==> src/rtl/fft_frame_scheduler.sv <==
// Buffers a continuous sample stream, bursts overlapping FRAME_LEN-sample frames into the fft core
// every HOP samples, and re-times the returned bins with index, last flag and a frame counter.
module fft_frame_scheduler #(
    parameter int unsigned DATA_WIDTH = 16,
    parameter int unsigned FRAME_LEN  = 32,
    parameter int unsigned HOP        = 16,
    parameter int unsigned BUF_DEPTH  = 48,
    parameter int unsigned TIMEOUT    = 4096
) (
    input  logic                  clock,
    input  logic                  reset_n,
    input  logic                  sample_valid,
    input  logic [DATA_WIDTH-1:0] sample_data,
    output logic                  sample_ready,
    input  logic                  fft_ready,
    output logic                  fft_valid_in,
    output logic [DATA_WIDTH-1:0] fft_real_in,
    output logic [DATA_WIDTH-1:0] fft_imag_in,
    input  logic                  fft_valid_out,
    input  logic [DATA_WIDTH-1:0] fft_real_out,
    input  logic [DATA_WIDTH-1:0] fft_imag_out,
    output logic                  bin_valid,
    output logic [DATA_WIDTH-1:0] bin_real,
    output logic [DATA_WIDTH-1:0] bin_imag,
    output logic [4:0]            bin_index,
    output logic                  bin_last,
    output logic [15:0]           frame_count,
    output logic                  timeout_err
);
    localparam int unsigned PTR_W   = $clog2(BUF_DEPTH);
    localparam int unsigned SUM_W   = PTR_W + 1;
    localparam int unsigned AVAIL_W = $clog2(BUF_DEPTH + 1);
    localparam int unsigned CNT_W   = $clog2(FRAME_LEN);
    localparam int unsigned WD_W    = $clog2(TIMEOUT);

    localparam logic [1:0] S_IDLE  = 2'd0;
    localparam logic [1:0] S_FEED  = 2'd1;
    localparam logic [1:0] S_WAIT  = 2'd2;
    localparam logic [1:0] S_DRAIN = 2'd3;

    logic [1:0]            state, state_nxt;
    logic [PTR_W-1:0]      wr_ptr, wr_ptr_nxt, rd_base, rd_base_nxt, rd_addr;
    logic [SUM_W-1:0]      rd_sum, hop_sum;
    logic [AVAIL_W-1:0]    avail, avail_nxt;
    logic [CNT_W-1:0]      feed_cnt, feed_cnt_nxt, bin_cnt, bin_cnt_nxt;
    logic [WD_W-1:0]       wd_cnt, wd_cnt_nxt;
    logic [DATA_WIDTH-1:0] buf_mem [BUF_DEPTH];
    logic                  wr_fire, retire;

    logic                  fft_valid_in_nxt, bin_valid_nxt, bin_last_nxt, timeout_err_nxt;
    logic [DATA_WIDTH-1:0] fft_real_in_nxt, bin_real_nxt, bin_imag_nxt;
    logic [4:0]            bin_index_nxt;
    logic [15:0]           frame_count_nxt;

    assign sample_ready = (avail < AVAIL_W'(BUF_DEPTH));
    assign wr_fire      = sample_valid && sample_ready;
    assign fft_imag_in  = '0;

    // Circular addressing without a power-of-two depth: one conditional subtract suffices.
    assign rd_sum  = {1'b0, rd_base} + SUM_W'(feed_cnt);
    assign rd_addr = (rd_sum >= SUM_W'(BUF_DEPTH)) ? PTR_W'(rd_sum - SUM_W'(BUF_DEPTH)) : PTR_W'(rd_sum);
    assign hop_sum = {1'b0, rd_base} + SUM_W'(HOP);

    always_ff @(posedge clock) begin
        if (wr_fire) begin
            buf_mem[wr_ptr] <= sample_data;
        end
    end

    always_comb begin
        state_nxt        = state;
        wr_ptr_nxt       = wr_ptr;
        rd_base_nxt      = rd_base;
        feed_cnt_nxt     = feed_cnt;
        bin_cnt_nxt      = bin_cnt;
        wd_cnt_nxt       = wd_cnt;
        retire           = 1'b0;
        fft_valid_in_nxt = 1'b0;
        fft_real_in_nxt  = fft_real_in;
        bin_valid_nxt    = 1'b0;
        bin_last_nxt     = 1'b0;
        bin_real_nxt     = bin_real;
        bin_imag_nxt     = bin_imag;
        bin_index_nxt    = bin_index;
        frame_count_nxt  = frame_count;
        timeout_err_nxt  = timeout_err;

        if (wr_fire) begin
            wr_ptr_nxt = (wr_ptr == PTR_W'(BUF_DEPTH - 1)) ? '0 : wr_ptr + 1'b1;
        end

        case (state)
            S_IDLE: begin
                if ((avail >= AVAIL_W'(FRAME_LEN)) && fft_ready) begin
                    state_nxt    = S_FEED;
                    feed_cnt_nxt = '0;
                end
            end
            S_FEED: begin
                fft_valid_in_nxt = 1'b1;
                fft_real_in_nxt  = buf_mem[rd_addr];
                if (feed_cnt == CNT_W'(FRAME_LEN - 1)) begin
                    retire      = 1'b1;
                    rd_base_nxt = (hop_sum >= SUM_W'(BUF_DEPTH)) ? PTR_W'(hop_sum - SUM_W'(BUF_DEPTH))
                                                                 : PTR_W'(hop_sum);
                    wd_cnt_nxt  = '0;
                    bin_cnt_nxt = '0;
                    state_nxt   = S_WAIT;
                end else begin
                    feed_cnt_nxt = feed_cnt + 1'b1;
                end
            end
            S_WAIT, S_DRAIN: begin
                // Bins are forwarded one cycle late; the watchdog restarts on every received bin.
                if (fft_valid_out) begin
                    bin_valid_nxt = 1'b1;
                    bin_real_nxt  = fft_real_out;
                    bin_imag_nxt  = fft_imag_out;
                    bin_index_nxt = 5'(bin_cnt);
                    wd_cnt_nxt    = '0;
                    if (bin_cnt == CNT_W'(FRAME_LEN - 1)) begin
                        bin_last_nxt    = 1'b1;
                        frame_count_nxt = frame_count + 16'd1;
                        state_nxt       = S_IDLE;
                    end else begin
                        bin_cnt_nxt = bin_cnt + 1'b1;
                        state_nxt   = S_DRAIN;
                    end
                end else if (wd_cnt == WD_W'(TIMEOUT - 1)) begin
                    timeout_err_nxt = 1'b1;
                    state_nxt       = S_IDLE;
                end else begin
                    wd_cnt_nxt = wd_cnt + 1'b1;
                end
            end
            default: state_nxt = S_IDLE;
        endcase

        avail_nxt = avail + AVAIL_W'(wr_fire) - (retire ? AVAIL_W'(HOP) : '0);
    end

    always_ff @(posedge clock or negedge reset_n) begin
        if (!reset_n) begin
            state        <= S_IDLE;
            wr_ptr       <= '0;
            rd_base      <= '0;
            avail        <= '0;
            feed_cnt     <= '0;
            bin_cnt      <= '0;
            wd_cnt       <= '0;
            fft_valid_in <= 1'b0;
            fft_real_in  <= '0;
            bin_valid    <= 1'b0;
            bin_real     <= '0;
            bin_imag     <= '0;
            bin_index    <= '0;
            bin_last     <= 1'b0;
            frame_count  <= '0;
            timeout_err  <= 1'b0;
        end else begin
            state        <= state_nxt;
            wr_ptr       <= wr_ptr_nxt;
            rd_base      <= rd_base_nxt;
            avail        <= avail_nxt;
            feed_cnt     <= feed_cnt_nxt;
            bin_cnt      <= bin_cnt_nxt;
            wd_cnt       <= wd_cnt_nxt;
            fft_valid_in <= fft_valid_in_nxt;
            fft_real_in  <= fft_real_in_nxt;
            bin_valid    <= bin_valid_nxt;
            bin_real     <= bin_real_nxt;
            bin_imag     <= bin_imag_nxt;
            bin_index    <= bin_index_nxt;
            bin_last     <= bin_last_nxt;
            frame_count  <= frame_count_nxt;
            timeout_err  <= timeout_err_nxt;
        end
    end
endmodule

==> config.mk <==
export PLATFORM = sky130hd
export DESIGN_NAME = fft_frame_scheduler
export DESIGN_NICKNAME = d
export VERILOG_FILES = /design/src/rtl/fft_frame_scheduler.sv
export SDC_FILE = /design/constraint.sdc
export NUM_CORES = 1
export LEC_CHECK = 0
export CAP_MARGIN = 20
export CORE_ASPECT_RATIO = 0.6
export CORE_UTILIZATION = 25
export DETAILED_ROUTE_END_ITERATION = 12
export PLACE_DENSITY = 0.4
export SYNTH_ARGS = -nofsm -noshare
export SYNTH_HDL_FRONTEND = slang
export SYNTH_SLANG_ARGS = --single-unit
==> constraint.sdc <==
create_clock -name clock -period 7.43 [get_ports clock]
set_clock_uncertainty 0.2 [all_clocks]
set_input_delay 0.743 -clock clock [delete_from_list [all_inputs] [get_ports clock]]
set_output_delay 0.743 -clock clock [all_outputs]
set_load 0.1 [all_outputs]
Word-level counts from Yosys, hierarchy flattened:

Memory sizes are Yosys's and may differ from the RTL's. A register that Yosys moved wholly into a read port is not among the register bits.
Cells that the tools add are included.

* bits in registers: 99
* bits in writable memories: 768
* input bits: 53
* output and inout bits: 90
* logic and storage cells: 92
* memories kept: 1

* add/subtract/negate cells: 11
* magnitude comparators: 4
* equality and inequality tests: 14
* muxes and demuxes: 31
* bitwise logic cells: 1
* reduce and logical (&&, ||, !) cells: 15

Memory list
* buf_mem: depth 48, width 16, rd ports 1, clocked after Yosys merged registers in 1, write ports 1, RTL line 47 `logic [DATA_WIDTH-1:0] buf_mem [BUF_DEPTH];`

Operators by type and width (number)
* $mux 12: 3
* $mux 5: 6
* $pmux 12 s2: 1
* $pmux 5 s2: 2
* $mux 6: 3
* $add 16x1->16 const B: 1
* $reduce_and 3->1: 5
* $ge 7x6->1 const B: 2
* $add 12x1->12 const B: 1
* $eq 12x12->1 const B: 1
* $sub 6x6->6 const B: 2
* $add 5x1->5 const B: 2
* $eq 5x5->1 const B: 2
* $mux 1: 10
* $mux 2: 5
* $ne 2x2->1 const B: 5
* $add 6x5->7: 1
* $add 6x5->7 const B: 1
* $add 6x1->6: 1
* $add 6x1->6 const B: 1
* $eq 6x6->1 const B: 1
* $ge 6x6->1 const B: 1
* $lt 6x6->1 const B: 1
* $ne 3x3->1 const B: 2
* other kinds (12): 16

Longest topological paths before layout:

* depth after elaboration: 5
* mapped depth: 11
* gate-level depth less buffers: 11

Least setup slack after synthesis:

OpenSTA, ideal clock, no wires.

* kind: register -> register
* start point: register avail[5]
* end point: memory buf_mem[47][0] (enable)
* setup time: 0.389 ns
* arrival: 2.527 ns
* data required time: 6.841 ns
* setup slack: 4.315 ns
* stages on the path, launching flop included: 6
* path buffers: 0
* period minus slack after synthesis: 3.115 ns
* cell sequence: dfrtp_1 > nand2_1 > nand2_1 > clkinv_1 > nand4_1 > nor2_1

* longest elaborated chain between the ends: 4

Ends and longest elaborated chain
* from (decl): RTL line 44 `logic [AVAIL_W-1:0] avail, avail_nxt;`
* from (signal assigned): RTL line 164 `avail <= avail_nxt;`
* $lt 6x6->1: RTL line 55 `assign sample_ready = (avail < AVAIL_W'(BUF_DEPTH));`
* named net sample_ready: RTL line 14 `output logic sample_ready,`
* $logic_and 1x1->1: RTL line 56 `assign wr_fire = sample_valid && sample_ready;`
* named net wr_fire: RTL line 48 `logic wr_fire, retire;`
* $mux 1: RTL line 65 `if (wr_fire) begin`
* $mux 1 (not written as such): RTL line 66 `buf_mem[wr_ptr] <= sample_data;`
* to (decl): RTL line 47

The timed path passes the listed nets, and every way through them passes these cells.

Final worst setup path:

* start point: register feed_cnt[0]
* end point: register fft_real_in[12] (read register of buf_mem)

* longest elaborated chain between the ends: 3
* elaborated cells on any way between the ends: 4
* classes of those cells: 2 x add/sub; 1 x order compare; 1 x mux

Ends and longest elaborated chain
* from (decl): RTL line 45 `logic [CNT_W-1:0] feed_cnt, feed_cnt_nxt, bin_cnt, bin_cnt_nxt;`
* from (signal assigned): RTL line 165 `feed_cnt <= feed_cnt_nxt;`
* $add 6x5->7 *: RTL line 60 `assign rd_sum = {1'b0, rd_base} + SUM_W'(feed_cnt);`
* $sub 6x6->6 or $ge 7x6->1 (tied branches): RTL line 61 `assign rd_addr = (rd_sum >= SUM_W'(BUF_DEPTH)) ? PTR_W'(rd_sum - SUM_W'(BUF_DEPTH)) : PTR_W'(rd_sum);`
* $mux 6 *: RTL line 61
* to (decl): RTL line 17 `output logic [DATA_WIDTH-1:0] fft_real_in,`

Mark *: on every way between the ends. The rest lies on a longest branch, timed or not.
A chain may end at the register's enable or synchronous reset.

==> summary.md <==
| Metric | Value |
|---|---|
| Global route hottest layer | met1 |
| Initial DRC count | 1810 |
| Area of the core | 0.135 mm2 |
| Worst EP required | 7800 ps |
| Met3 Usage GRT | 0.0283 |
| Outcome | finished, final reports clean |
| Final period util | 0.599 |
| Placed cell areas | 0.0376 mm2 |
| Placer Congestion | 0.745 |
| Pwr/cell area | 388 mW/mm2 |
| Critical path fanouts, max | 74 |
| Simple-gate share of the synthesized area | 0.0256 |
| Starting Density | 0.253 |
| Worst slew pin tran | 1100 ps |
| Post-synthesis compound-gate area fraction | 0.0410 |
| Final WS setup | 2980 ps |
| Antenna violations before repair | 9 |
| Final setup violation count | 0 |
| Clock Latency Late Sink | 690 ps |
| Hold_ws | 279 ps |
| Synth Area in XOR/XNOR | 0.00848 |
| Main combinational cell family by area after synthesis | multiplexers |
| First-pass iteration count of the detailed router | 5 |
| CP Class | reg -> reg |
| Mean Syn Cell Area | 20.5 um2 |
| Setup crit end kind | flip-flop |
| Layout cells sized above 1 | 0.249 |
| Vias in the first global route | 17700 |
| Worst path cell trace | buf_12 -> buf_4 -> mux4_2 -> a22oi_1 -> a21oi_1 -> a2111o_1 |
| Die height | 288 um |
| Row count | 104 |
| Commonest cells after routing, fill and taps aside | edfxtp_1 (768), mux4_2 (192), dfrtp_1 (109), clkdlybuf4s50_1 (109), a22oi_1 (96) |
| Synth async-reset ratio | 0.126 |
| CP max stage delay | 870 ps |
| FF+latch area | 0.0258 mm2 |
| Unrepaired setup endpoints after global routing | false |
| P_sw | 5.70 mW |
| Fin. max-slew vios | 0 |
| CTS tree | yes |
| Final nets | 1931 |
| Most common cell after layout, fill and taps aside | edfxtp_1 |
| Final ANT Viol Nets | 0 |
| GRT overflow | 0 |
| Pin count of the biggest net entering global routing | 75 |
| Adder-Cell Fraction of Synth Area | 0.00793 |
| Sequential fraction of the synthesis area | 0.758 |
| Sw Ratio | 0.363 |
| TritonCTS Buffers | 90 |
| Power share of the clock group | 0.284 |
| Area of the mapped netlist | 0.0341 mm2 |
| Hold WC Path Type | reg -> reg |
| CTS sink count | 879 |
| Final Hold Violating Endpoints | 0 |
| GRT Overall Usage | 0.142 |
| Max-Cap Viols | 0 |
| Top-Level Pins | 143 |
| Syn-to-layout area delta | 18.9% |
| Data arrival, critical path | 4820 ps |
| Synth area leader | edfxtp_1 |
| Internal power | 10.0 mW |
| IO Port Bufs | 126 |
| Worst-path clk slew | 70 ps |
| Synth top area share | 0.676 |
| Critical path startpoint category | flip-flop |
| Post_cts resized | 0 |
| Netlist cell types | 48 |
| Fillers | 13000 |
| Critical path's top delay family | buffers and inverters |
| Setup TNS | 0 ps |
| Final Critical Period | 4450 ps |
| Ys Warns | 0 |
| Main synth FF type | edfxtp_1 |
| Met1 usage in global routing | 0.215 |
| VDD IR max | 282 uV |
| Number of enable flip-flop cells after synthesis | 768 |
| Via Count | 17100 |
| WL per Instance | 26.2 um |
| Max Clock Freq | 0.225 GHz |
| Multiplexer area fraction after synthesis | 0.141 |
| DIE AREA | 0.138 mm2 |
| Leak | 13.1 nW |
| Root Buffer | clkbuf_16 |
| Final wirelength | 97.9 mm |
| Clock buffer depth | 3 |
| Share of power burned in registers | 0.384 |
| Final instance area | 0.0405 mm2 |
| Comb power frac | 0.332 |
| Die X | 479 um |
| Relative slew margins | 0.267 |
| First-pass GRT wire length | 138 mm |
| Top cells by area, synth | edfxtp_1 (68%), mux4_2 (13%), dfrtp_1 (8.1%) |
| Via-per-instance ratio | 4.58 |
| Slowest CP cell | dfrtp_4 |
| Area of the multi-input gates | 0.00782 mm2 |
| Worst path bufs/invs | 2 |
| # DRC | 0 |
| # H-tree levels | 3 |
| #FFs+latches synth | 879 |
| Post-Syn Instances | 1663 |
| Pre-CTS setup slack | 2980 ps |
| Hpwl dp | 56.3 mm |
| M2 GR Usage | 0.206 |
==> sequential cells by signal, summed over array words and instances, names as in the netlist, 2 cells and up <==
signal and flops:
bin_imag 16, rd_base 2, state 2, buf_mem 768
bin_index 5, wr_ptr 6, feed_cnt 5, fft_real_in 16
wd_cnt 12, bin_cnt 5, frame_count 16, bin_real 16
avail 6
==> Yosys cell counts (all sizes together) (4+ instances only) <==
master	count
xnor2	24
mux4	192
nand3	16
a2111o	16
nand3b	4
buf	53
o21ai	6
or2	4
a22o	10
nor2b	5
a22oi	96
ha	20
edfxtp	768
inv	15
nor3	8
nor2	80
nand2b	4
dfrtp	111
nand4	8
and3	6
a21oi	53
nand2	30
mux2	42
xor2	9
clkbuf	50
==> power by group through the flow <==
stage	Sequential, mW	Combinational [mW]	Clock (mW)
global placement	6.14	5.26	0
floorplan	6.86	2.69	0
detailed placement	6.16	5.29	0
global route	6.09	5.53	4.75
finish	6.04	5.22	4.46
CTS	6.05	5.30	4.57
==> layer usage <==
layer	share of wire	routed length (um)
met1	0.49	47900
met5	0.00020	20
met3	0.062	6020
met4	0.017	1620
met2	0.43	42300
==> cell type report <==
class | instances | share of cell area
Sequential cell | 879 | 0.638
Clock inverter | 58 | 0.0117
Antenna cell | 2 | 0.000123
Timing Repair Buffer | 190 | 0.0422
Multi-Input combinational cell | 680 | 0.193
Inverter | 16 | 0.00148
Tap cell | 1802 | 0.0556
Clock buffer | 107 | 0.0582
==> kinds of logic after synthesis <==
| kind of cell | Yosys count |
|---|---|
| and+or+nand+nor | 182 |
| muxes | 234 |
| xor gates and xnor gates | 33 |
| buffers and inverters | 119 |
| DFF | 879 |
| other | 1 |
| adders and majority gates | 21 |
| AOI/OAI and AO/OA | 194 |
==> worst paths after layout <==
path	from	depth (start not counted)	endpoint	slack (ps)
max	feed_cnt[0]	6	fft_real_in[12]	2980
min	timeout_err	1	timeout_err	280
max reg2reg	feed_cnt[0]	6	fft_real_in[12]	2980
min reg2reg	timeout_err	1	timeout_err	280
max in group asynchronous	reset_n	3	bin_imag[6]	5130
min in group asynchronous	reset_n	2	frame_count[7]	520
==> timing repair <==
item,in CTS,in global routing
hold buffers,1,0
hold endpoints to repair,39,0
endpoints found under the setup margin,0,0
buffers inserted,0,0
==> per-stage QoR <==
stage | power [mW] | util | instances
final | 15.7 | 0.301 | 3734
after floorplan | 9.55 | - | 1678
after global routing | 16.4 | 0.301 | 3732
after detailed placement | 11.4 | 0.279 | 3563
after CTS | 15.9 | 0.300 | 3729
after global placement | 11.4 | 0.279 | 3563
(Power assumes the default switching activity.)
